## src/rtl/bfly_prio_sched.sv

```systemverilog
// Priority scheduler for a butterfly request/grant network.
// Produces one priority bit per router. The bits come from a round-robin
// counter or a 24-bit LFSR. When an input starves, the scheduler enters a
// BOOST phase that inverts the latched priorities for a bounded dwell.
// Optional feature: define BFLY_PRIO_SCHED_STATS_EN to count BOOST entries on
// boost_cnt_o. Without it, the output is tied to zero.
module bfly_prio_sched #(
   parameter int unsigned NumIn       = 8,
   parameter int unsigned StarveLimit = 15,
   parameter int unsigned BoostMax    = 4,
   parameter logic [23:0] LfsrSeed    = 24'hA5A5A5,
   localparam int unsigned Stages     = $clog2(NumIn),
   localparam int unsigned Routers    = NumIn / 2,
   localparam int unsigned PrioW      = Stages * Routers
) (
   input  logic             clk_i,
   input  logic             rst_i,
   input  logic             mode_i,
   input  logic [NumIn-1:0] req_i,
   input  logic [NumIn-1:0] gnt_i,
   output logic [PrioW-1:0] prio_o,
   output logic             boost_o,
   output logic [31:0]      boost_cnt_o
);

   localparam logic [23:0] SeedEff = (LfsrSeed == 24'd0) ? 24'h000001 : LfsrSeed;

   typedef enum logic [0:0] {StNormal, StBoost} state_e;

   state_e              state_q, state_d;
   logic [Stages-1:0]   cnt_q, cnt_d;
   logic [23:0]         lfsr_q, lfsr_d;
   logic [PrioW-1:0]    prio_q, prio_d;
   logic [Stages-1:0]   tgt_q, tgt_d;
   logic [3:0]          dwell_q, dwell_d;
   logic [7:0]          wait_q [NumIn];
   logic [7:0]          wait_d [NumIn];

   logic                hs;
   logic                advance;
   logic                starve;
   logic [Stages-1:0]   starve_idx;
   logic                boost_exit;
   logic [PrioW-1:0]    prio_normal;

   assign hs      = |(req_i & gnt_i);
   assign advance = hs && (state_q == StNormal);

   // Both priority sources step together so a mode switch never needs a resync.
   always_comb begin
      cnt_d  = cnt_q;
      lfsr_d = lfsr_q;
      if (advance) begin
         cnt_d  = cnt_q + 1'b1;
         lfsr_d = {lfsr_q[22:0], lfsr_q[23] ^ lfsr_q[22] ^ lfsr_q[21] ^ lfsr_q[16]};
      end
   end

   // Router bit i belongs to stage i / Routers.
   for (genvar i = 0; i < int'(PrioW); i++) begin : g_prio
      assign prio_normal[i] = mode_i ? lfsr_q[i % 24] : cnt_q[i / Routers];
   end

   // Per-input wait counters; the boosted target is cleared on BOOST exit.
   for (genvar i = 0; i < int'(NumIn); i++) begin : g_wait
      assign wait_d[i] = (boost_exit && (tgt_q == Stages'(i))) ? 8'd0 :
                         (req_i[i] && !gnt_i[i]) ?
                         ((wait_q[i] == 8'hFF) ? 8'hFF : wait_q[i] + 8'd1) : 8'd0;
   end

   // Lowest-index starving input wins.
   always_comb begin
      starve     = 1'b0;
      starve_idx = '0;
      for (int i = int'(NumIn) - 1; i >= 0; i--) begin
         if (wait_q[i] >= 8'(StarveLimit)) begin
            starve     = 1'b1;
            starve_idx = Stages'(i);
         end
      end
   end

   // FSM next state. An exit always wins over a fresh starve.
   always_comb begin
      state_d    = state_q;
      prio_d     = prio_q;
      tgt_d      = tgt_q;
      dwell_d    = dwell_q;
      boost_exit = 1'b0;
      unique case (state_q)
         StNormal: begin
            if (starve) begin
               state_d = StBoost;
               prio_d  = prio_normal;
               tgt_d   = starve_idx;
               dwell_d = '0;
            end
         end
         StBoost: begin
            if (!req_i[tgt_q] || gnt_i[tgt_q] || (dwell_q == 4'(BoostMax - 1))) begin
               boost_exit = 1'b1;
               state_d    = StNormal;
            end else begin
               dwell_d = dwell_q + 4'd1;
            end
         end
         default: state_d = StNormal;
      endcase
   end

   // Core state registers.
   always_ff @(posedge clk_i) begin
      if (rst_i) begin
         state_q <= StNormal;
         cnt_q   <= '0;
         lfsr_q  <= SeedEff;
         prio_q  <= '0;
         tgt_q   <= '0;
         dwell_q <= '0;
      end else begin
         state_q <= state_d;
         cnt_q   <= cnt_d;
         lfsr_q  <= lfsr_d;
         prio_q  <= prio_d;
         tgt_q   <= tgt_d;
         dwell_q <= dwell_d;
      end
   end

   // Wait counter registers.
   always_ff @(posedge clk_i) begin
      for (int i = 0; i < int'(NumIn); i++) begin
         if (rst_i) begin
            wait_q[i] <= '0;
         end else begin
            wait_q[i] <= wait_d[i];
         end
      end
   end

   assign prio_o  = (state_q == StBoost) ? ~prio_q : prio_normal;
   assign boost_o = (state_q == StBoost);

`ifdef BFLY_PRIO_SCHED_STATS_EN
   logic [31:0] boost_cnt_q;

   // Count NORMAL->BOOST transitions, wrapping at 2^32.
   always_ff @(posedge clk_i) begin
      if (rst_i) begin
         boost_cnt_q <= '0;
      end else if ((state_q == StNormal) && (state_d == StBoost)) begin
         boost_cnt_q <= boost_cnt_q + 32'd1;
      end
   end

   assign boost_cnt_o = boost_cnt_q;
`else
   assign boost_cnt_o = '0;
`endif

endmodule
```

## config.mk

```make
export PLATFORM = sky130hd
export DESIGN_NAME = bfly_prio_sched
export DESIGN_NICKNAME = d
export VERILOG_FILES = /design/src/rtl/bfly_prio_sched.sv
export SDC_FILE = /design/constraint.sdc
export NUM_CORES = 1
export LEC_CHECK = 0
export CAP_MARGIN = 20
export CORE_MARGIN = 1.5
export CORE_UTILIZATION = 38
export CTS_BUF_LIST = sky130_fd_sc_hd__clkbuf_8
export DETAILED_ROUTE_END_ITERATION = 8
export PLACE_DENSITY = 0.59
export SETUP_SLACK_MARGIN = 0.02
export SLEW_MARGIN = 20
export SYNTH_ARGS = -nofsm -noshare
export SYNTH_HDL_FRONTEND = slang
export SYNTH_SLANG_ARGS = --single-unit
```

## constraint.sdc

```tcl
create_clock -name clk_i -period 2.1 [get_ports clk_i]
set_clock_uncertainty 0.05 [all_clocks]
set_input_delay 0.315 -clock clk_i [delete_from_list [all_inputs] [get_ports clk_i]]
set_output_delay 0.315 -clock clk_i [all_outputs]
set_load 0.01 [all_outputs]
```

After elaboration in Yosys (flattened, before gate mapping)
Memories as Yosys holds them, arrays and structs flattened.
Cells that the tools add are included.
{ "totals": {"out_inout_bits": 45, "n_memories": 1, "ramBits": 64, "register_bits": 47, "input_bits": 19, "wordCells": 166} }
{ "mem_list": {"columns": ["name", "depth", "width", "read_ports", "rd_ports_with_merged_regs", "write_ports", "line", "source"], "rows": [
  ["wait_q", 8, 8, 8, 0, 8, "36", "logic [7:0] wait_q [NumIn];"]
]} }
{ "op_classes": {"magnitude_cmp": 9, "mux": 76, "n_reduce_logical": 32, "bitwise_logic": 14, "addsub": 10, "n_eq_ne": 18} }
{ "op_table": {"columns": ["operator", "count"], "rows": [
  ["$mux W8", 32],
  ["$add A8 B1 Y8 const B", 8],
  ["$eq A8 B8 Y1 const B", 8],
  ["$ge A8 B4 Y1 const B", 8],
  ["$mux W1", 29],
  ["$mux W3", 8],
  ["$logic_and A1 B1 Y1", 17],
  ["$eq A3 B3 Y1 const B", 4],
  ["$mux W12", 1],
  ["$not A12 Y12", 1],
  ["$logic_not A1 Y1", 9],
  ["$and A8 B8 Y8", 1],
  ["$mux W4", 2],
  ["$or A1 B1 Y1", 8],
  ["$pmux W4 S2", 1],
  ["$reduce_or A8 Y1", 1],
  ["$bmux W1 S3", 2],
  ["$eq A3 B2 Y1 const B", 2],
  ["$add A4 B1 Y4 const B", 1],
  ["$eq A4 B2 Y1 const B", 1],
  ["$lt A3 B4 Y1 const B", 1],
  ["$ne A2 B2 Y1 const B", 2],
  ["$reduce_and A2 Y1", 2],
  ["$add A3 B1 Y3 const B", 1],
  ["6 further kinds", 9]
]} }

Longest topological paths before layout
Gate-level depths: netlist of run 1.
An unclocked memory read counts as a cell.
{ "logic_depth": {"word_depth": 12, "mapped_depth": 9, "ltp_nobuf": 6} }

Worst setup path before layout of run 1
Ideal clock, no wire load.
{ "synth_path": {"kind": "reg-to-reg", "start": "register dwell_q[0]", "end": "register dwell_q[2]", "path_slack_ns": 0.037, "arrival_ns": 1.896, "period_less_slack_ns": 2.063, "n_path_buf": 0, "setup_time_ns": 0.116, "required_time_ns": 1.934, "path_stages_with_launch": 7, "cell_sequence": "dfxtp_1 -> ha_1 -> or3b_2 -> and3_1 -> a2bb2oi_1 -> a211oi_1 -> a41o_1"} }
{ "synth_via": {"elab_chain_cells": 4, "elab_cells_between_ends": 7, "cone_classes": "add/sub: 1; eq/ne: 2; mux: 2; reduce/logical: 2"} }
{ "synth_lines": {"columns": ["element", "line", "source"], "rows": [
  ["start, declared", "35", "logic [3:0] dwell_q, dwell_d;"],
  ["start signal, assigned", "126", "dwell_q <= dwell_d;"],
  ["branches (longest 4 deep; another with $add A4 B1 Y4)", null, null]
]} }
Several ways; the timed one is not identified. The select of a mux whose other input is x is not followed.
A chain may end at the register's enable or synchronous reset.

==> results of run 1 <==
## stage by stage
stage	worst slack, ns	utilization [%]	setup TNS [ns]	std cells	instance area (sq um)
2_1_floorplan	0.0372	-	0	636	5500
3_3_place_gp	-0.226	43.4	-2.28	829	6020
3_5_place_dp	-0.227	43.4	-2.34	829	6020
4_1_cts	-0.129	44.6	-0.251	845	6190
5_1_grt	0.0112	45.5	0	851	6320
6_report	0.104	45.5	0	851	6320
## tightest hold or removal path, cell delays in order, from the launching register on
cell	delay, ns
dfxtp_1	0.32
nand2_1	0.05
mux2i_1	0.05
## kinds of logic (layout without fill, tap and decap cells)
group | count (synthesis) | after routing | synth area share (%)
AO/OA/AOI/OAI | 121 | 121 | 13.5
XOR/XNOR | 33 | 33 | 5.37
adder cells (fa/ha/maj) | 10 | 10 | 2.32
buffers and inverters | 70 | 105 | 7.51
flip-flops | 111 | 111 | 41.3
multiplexers | 39 | 39 | 7.74
other | 1 | 32 | 0.0697
AND/OR/NAND/NOR | 220 | 220 | 22.2
## cell usage after synthesis, drive strengths merged, types with 4 or more instances
master / instances
a211oi: 5
a21oi: 65
a22oi: 4
a31oi: 8
and2: 18
and3: 21
and4: 6
buf: 39
clkbuf: 20
dfxtp: 111
ha: 10
inv: 10
mux2i: 36
nand2: 44
nand2b: 7
nand3: 27
nor2: 32
nor2b: 11
nor3: 27
nor3b: 6
nor4: 4
o21ai: 18
xnor2: 23
xor2: 10
## state kept, by name, summed over array words and instances (netlist names)
signal,cells
boost_o,1
cnt_q,3
dwell_q,4
lfsr_q,24
prio_q,12
tgt_q,3
wait_q,64
## layer usage
metal  share of wire, %  routed length [um]  vias up
li1                   -                   -     2213
met1                 49                5470     1992
met2                 46                5200       62
met3                2.9                 320       13
met4                1.8                 201        0
met5                  0                   0        -
## what timing repair did
item                                    in CTS  in global routing
pin swaps                                    1                  7
gates cloned                                 0                  1
endpoints found under the setup margin      14                 45
setup buffers                                0                  5
gates resized for setup                     13                 21
## power by group through the flow
stage / sequential, W / combinational [W] / clock (W)
6_report: 0.00222 / 0.000427 / 0.00118
3_5_place_dp: 0.00227 / 0.000432 / 0
4_1_cts: 0.00222 / 0.000421 / 0.00122
5_1_grt: 0.00223 / 0.000480 / 0.00131
2_1_floorplan: 0.00225 / 0.000303 / 0
3_3_place_gp: 0.00226 / 0.000425 / 0
## worst max path at each step
stage	start	endpoint	slack, ns	depth (start not counted)
2_1_floorplan	dwell_q[0]$_SDFFE_PP0P_	dwell_q[2]$_SDFFE_PP0P_	0.04	6
3_3_place_gp	mode_i	prio_o[3]	-0.23	7
3_5_place_dp	mode_i	prio_o[3]	-0.23	7
6_report	wait_q[1][7]$_SDFF_PP0_	dwell_q[2]$_SDFFE_PP0P_	0.10	7
4_1_cts	mode_i	prio_o[5]	-0.13	6
5_1_grt	wait_q[1][7]$_SDFF_PP0_	dwell_q[2]$_SDFFE_PP0P_	0.01	7
## area by class of cell
type | instances | area, sq um | share of cell area, %
Inverter | 11 | 41.3 | 0.653
Tap cell | 180 | 225 | 3.56
Clock inverter | 5 | 18.8 | 0.297
Sequential cell | 111 | 2230 | 35.2
Clock buffer | 11 | 151 | 2.40
Multi-Input combinational cell | 455 | 2950 | 46.7
Timing Repair Buffer | 78 | 707 | 11.2
==> impl_metrics.toml, run 1 <==
[status]
status = "finished, final reports clean"

[detailed_routing]
routed_wl_um = 11200
drc_errors = 0
vias_per_cell = 5.03
vias = 4280
drt_iter0_drc = 197
ant_nets = 0
wl_per_cell_um = 13.1
dr.pass1.iters = 4

[timing]
final.period_utilization_pct = 95.1
fmax_ghz = 0.501
max-slew-margin-rel_pct = 53.5
whs_ns = 0.419
hold_viol = 0
rsz0062_at_grt = "true"
setup_viol = 0
worst_slew_pin_slew_ns = 0.695
drv_slew = 0
finalCriticalPeriod_ns = 2.00

[die]
die_y_um = 122
ios = 64
rows = 43
die_w_um = 122
die-area_sq_um = 14900
coreArea_sq_um = 13900
start_util_pct = 38.8

[power]
clkPwrFrac_pct = 30.8
leakagePower_nw = 2.62
pwr-share-seq_pct = 58.0
internal-power_w = 0.00286
power_density_nw_per_um2 = 605
power.switching_w = 0.000966
switching_share_pct = 25.3
peakVddDrop_v = 0.000284
p_total_w = 0.00382
p_comb_share_pct = 11.2

[worst_setup_path]
crit_buf_inv = 2
reg2reg_slack_ns = 0.10
cp-start-kind = "flip-flop"
path_cells = "nor4_4, buf_4, nand4_1, nor4b_4, buf_4, a21o_1, a41o_1"
critPathRequiredTime_ns = 2.39
crit_arrival_ns = 2.29
r2r_end = "dwell_q[2]$_SDFFE_PP0P_"
worstRegToRegCells = 7
r2r-start = "wait_q[1][7]$_SDFF_PP0_"
cpPeakStageDelay_ns = 0.42
worst_setup_path_end_kind = "flip-flop"
crit_fanout = 4
cp_slowest_cell = "nor4b_4"
crit_type = "flip-flop to flip-flop"
critPathTopFamily = "simple AND/OR/NAND/NOR gates"
cpMostUsedCell = "buf_4"

[hold_path]
worstHoldStart = "prio_q[11]$_SDFFE_PP0P_"
hold_path_depth = 2
hp-class = "flip-flop to flip-flop"
whs_endpoint = "prio_q[11]$_SDFFE_PP0P_"

[clocking]
cts-root-buf = "clkbuf_8"
clock-sinks = 111
cts.clk_slew.worst_paths_ns = 0.10
clk_latency_ns = 0.39
cts_inserted_buffers = 9
postCtsHoldBufs = 0
cts_buffer_depth = 2
cts_tree = "done"
htreeDepth = 3

[grt]
gr-usage-all-layers_pct = 15.4
grt_pass1_wl_um = 18500
grtUsageMet1_pct = 19.9
use_met3_pct = 2.53
met2_usage_pct = 25.4
grt_max_degree = 41
antenna_found_initial = 0
overflow = 0
grt_pass1_vias = 4072
busiest_layer = "met2"

[placed_design]
hpwlAfterDp_um = 7950
gp_congestion = 0.793
io_buffer_count = 31

[layout]
fill_cells = 1379
diodes = 0
mostFrequentLayoutCells = "dfxtp_1 (107), a21oi_1 (64), nand2_1 (44)"
drive_gt1_share_pct = 12.5
syn_to_final_growth_pct = 17.4
final_common_cell = "dfxtp_1"
fin_nets = 695

[logic_synthesis]
ys_warn_count = 0
ys_types = 56
ys.flop_type = "dfxtp_1"
synthTopCellsByArea = "dfxtp_1 (41%), mux2i_1 (6.7%), a21oi_1 (5.9%)"
netlist_area_sq_um = 5380
ys_ff_latch = 111
synth_async_sr_flop_share_pct = 0
syn_area_per_cell_sq_um = 8.90
synth_top_area_share_pct = 41.3
seq_area_frac_synth_pct = 41.3
synth-edff-count = 0
yosysTopAreaCell = "dfxtp_1"
syn_inst = 605

[flow_run]
drv_cap = 0
Power figures use the tool's default switching activity.
==> inputs of run 2 (changes only) <==
Settings changed: ABC_AREA set to 1, CORE_MARGIN 1.5 to 2, PLACE_DENSITY 0.59 to 0.57.
Clock period 2.1 ns to 2 ns, I/O delays scaled along.
==> impl_metrics.toml, run 2 <==
[logic_synthesis]
ys.flop_type = "dfxtp_1"
synth-edff-count = 0
syn_inst = 819
synth.area.mux_share_pct = 0
netlist_area_sq_um = 5600
post-synth-top-count-cell = "nor2_1"
synth-simple-area-share_pct = 34.8
yosysTopAreaCell = "dfxtp_1"
ys_types = 34
synth_async_sr_flop_share_pct = 0
synth_top_area_share_pct = 39.7
synth_common_cells = "nor2_1 (199), nand2_1 (172), dfxtp_1 (111)"
synth-xor-area-share_pct = 1.72
synth_fa_ha_area_share_pct = 2.23
ys_ff_latch = 111
synth_compound_area_share_pct = 11.8
ys_warn_count = 0
seq_area_frac_synth_pct = 39.7
synthTopCellsByArea = "dfxtp_1 (40%), nor2_1 (13%), nand2_1 (12%)"
synth_top_family_by_area = "simple AND/OR/NAND/NOR gates"
syn_area_per_cell_sq_um = 6.84

[hold_path]
hp-class = "flip-flop to flip-flop"
hold_path_depth = 2

[power]
leakagePower_nw = 2.74
peakVddDrop_v = 0.000319
power_density_nw_per_um2 = 640
pwr-share-seq_pct = 57.2
clkPwrFrac_pct = 32.9
internal-power_w = 0.00297
p_comb_share_pct = 9.9
power.switching_w = 0.00112
switching_share_pct = 27.3

[detailed_routing]
wl_per_cell_um = 10.7
met1_length_um = 5720
top_layer_used = "met4"
ant_nets = 0
vias_per_cell = 4.58
drc_errors = 0
vias = 4848
dr.pass1.iters = 4
drt_iter0_drc = 260
routed_wl_um = 11400
met2WireLength_um = 4840
wl_met3_um = 587

[layout]
largest_register = "wait_q"
multi_input_area_sq_um = 2990
diodes = 0
drive_gt1_share_pct = 9.83
regArea_sq_um = 2230
stdcell_area_sq_um = 6380
mostFrequentLayoutCells = "nor2_1 (189), nand2_1 (172), dfxtp_1 (108)"
fin_nets = 899
final_common_cell = "nor2_1"
fill_cells = 1496
syn_to_final_growth_pct = 13.9
largest_register_ffs = 64
finalCoreUtilization_pct = 44.1
top_regs = "wait_q: 64 flops, lfsr_q: 24 flops, prio_q: 12 flops"

[worst_setup_path]
crit_type = "input port to output port"
critPathRequiredTime_ns = 1.65
crit_fanout = 4
worstRegToRegCells = 10
crit_arrival_ns = 1.55
worst_setup_path_end_kind = "output port"
cp-start-kind = "input port"

[die]
die_y_um = 125
ios = 64
die_w_um = 125
die-area_sq_um = 15700
start_util_pct = 38.7
rows = 44
coreArea_sq_um = 14500

[grt]
grt_pass1_vias = 4268
overflow = 0
gr-usage-all-layers_pct = 14.8
antenna_found_initial = 0
grt_pass1_wl_um = 19400
grt_max_degree = 39

[timing]
rsz0062_at_grt = "true"
setup_tns_ns = 0
drv_slew = 0
setup_viol = 0
fmax_ghz = 0.527
hold_viol = 0
finalCriticalPeriod_ns = 1.90
final.period_utilization_pct = 94.9

[placed_design]
hpwlAfterDp_um = 8290
gp_congestion = 0.860
io_buffer_count = 31
place_area_sq_um = 6140

[status]
status = "finished, final reports clean"

[clocking]
cts_buffer_depth = 2
cts_tree = "done"
clock-sinks = 111
clk_latency_ns = 0.40
htreeDepth = 3
cts.clk_slew.worst_paths_ns = 0.10
cts-root-buf = "clkbuf_8"
cts_inserted_buffers = 9

[flow_run]
drv_cap = 0
## run 2: routing by layer
layer | vias to the layer above | GRT usage [%]
met1 | 2096 | 19.2
met3 | 16 | 4.71
met5 | - | 0
li1 | 2648 | -
met4 | 0 | 5.82
met2 | 88 | 23.0
## run 2: cells by family after synthesis
group | count (synthesis)
buffers and inverters | 107
AND/OR/NAND/NOR | 470
adder cells (fa/ha/maj) | 10
flip-flops | 111
XOR/XNOR | 11
other | 1
AO/OA/AOI/OAI | 109
## run 2: final timing paths
path	start	to	slack, ns
worst max-delay path	mode_i	prio_o[3]	0.10
worst min-delay path	lfsr_q[14]$_SDFFE_PP0P_	lfsr_q[15]$_SDFFE_PP1P_	0.42
worst max register to register	wait_q[1][8]$_SDFF_PP0_	prio_q[6]$_SDFFE_PP0P_	0.16
worst min register to register	lfsr_q[14]$_SDFFE_PP0P_	lfsr_q[15]$_SDFFE_PP1P_	0.42
## run 2: stage by stage
stage	instances	worst slack (ns)	power (W)	hold WS [ns]
3_5_place_dp	1042	-0.169	0.00281	0.395
5_1_grt	1059	-0.0400	0.00431	0.452
2_1_floorplan	850	0.294	0.00268	0.379
4_1_cts	1058	0.0665	0.00417	0.419
3_3_place_gp	1042	-0.150	0.00282	0.391
6_report	1059	0.102	0.00409	0.415
## run 2: power groups by stage
stage          clock (W)  sequential [W]  combinational, W
2_1_floorplan          0         0.00237          0.000308
3_3_place_gp           0         0.00239          0.000428
3_5_place_dp           0         0.00239          0.000428
4_1_cts          0.00142         0.00234          0.000408
5_1_grt          0.00150         0.00235          0.000461
6_report         0.00135         0.00234          0.000404
## run 2: worst max-delay path, stage by stage
cell             delay, ns
clkdlybuf4s50_1       0.52
inv_1                 0.09
nand2_1               0.13
nand2_1               0.09
nand2_1               0.06
o21ai_0               0.08
dlygate4sd2_1         0.29
## run 2: cell type report
class                   count  area share, %
clock buffers              10           2.16
clock inverters             6          0.902
inverters                  57           3.35
multi-input cells         632           46.9
flip-flops and latches    111           34.9
well taps                 184           3.61
repair buffers             59           8.23
## run 2: timing repair
action                                  4_1_cts  5_1_grt
endpoints found under the setup margin       12       63
pin swaps                                     0        1
gates resized for setup                      15       22
setup buffers                                 0        1
hold buffers                                  0        0
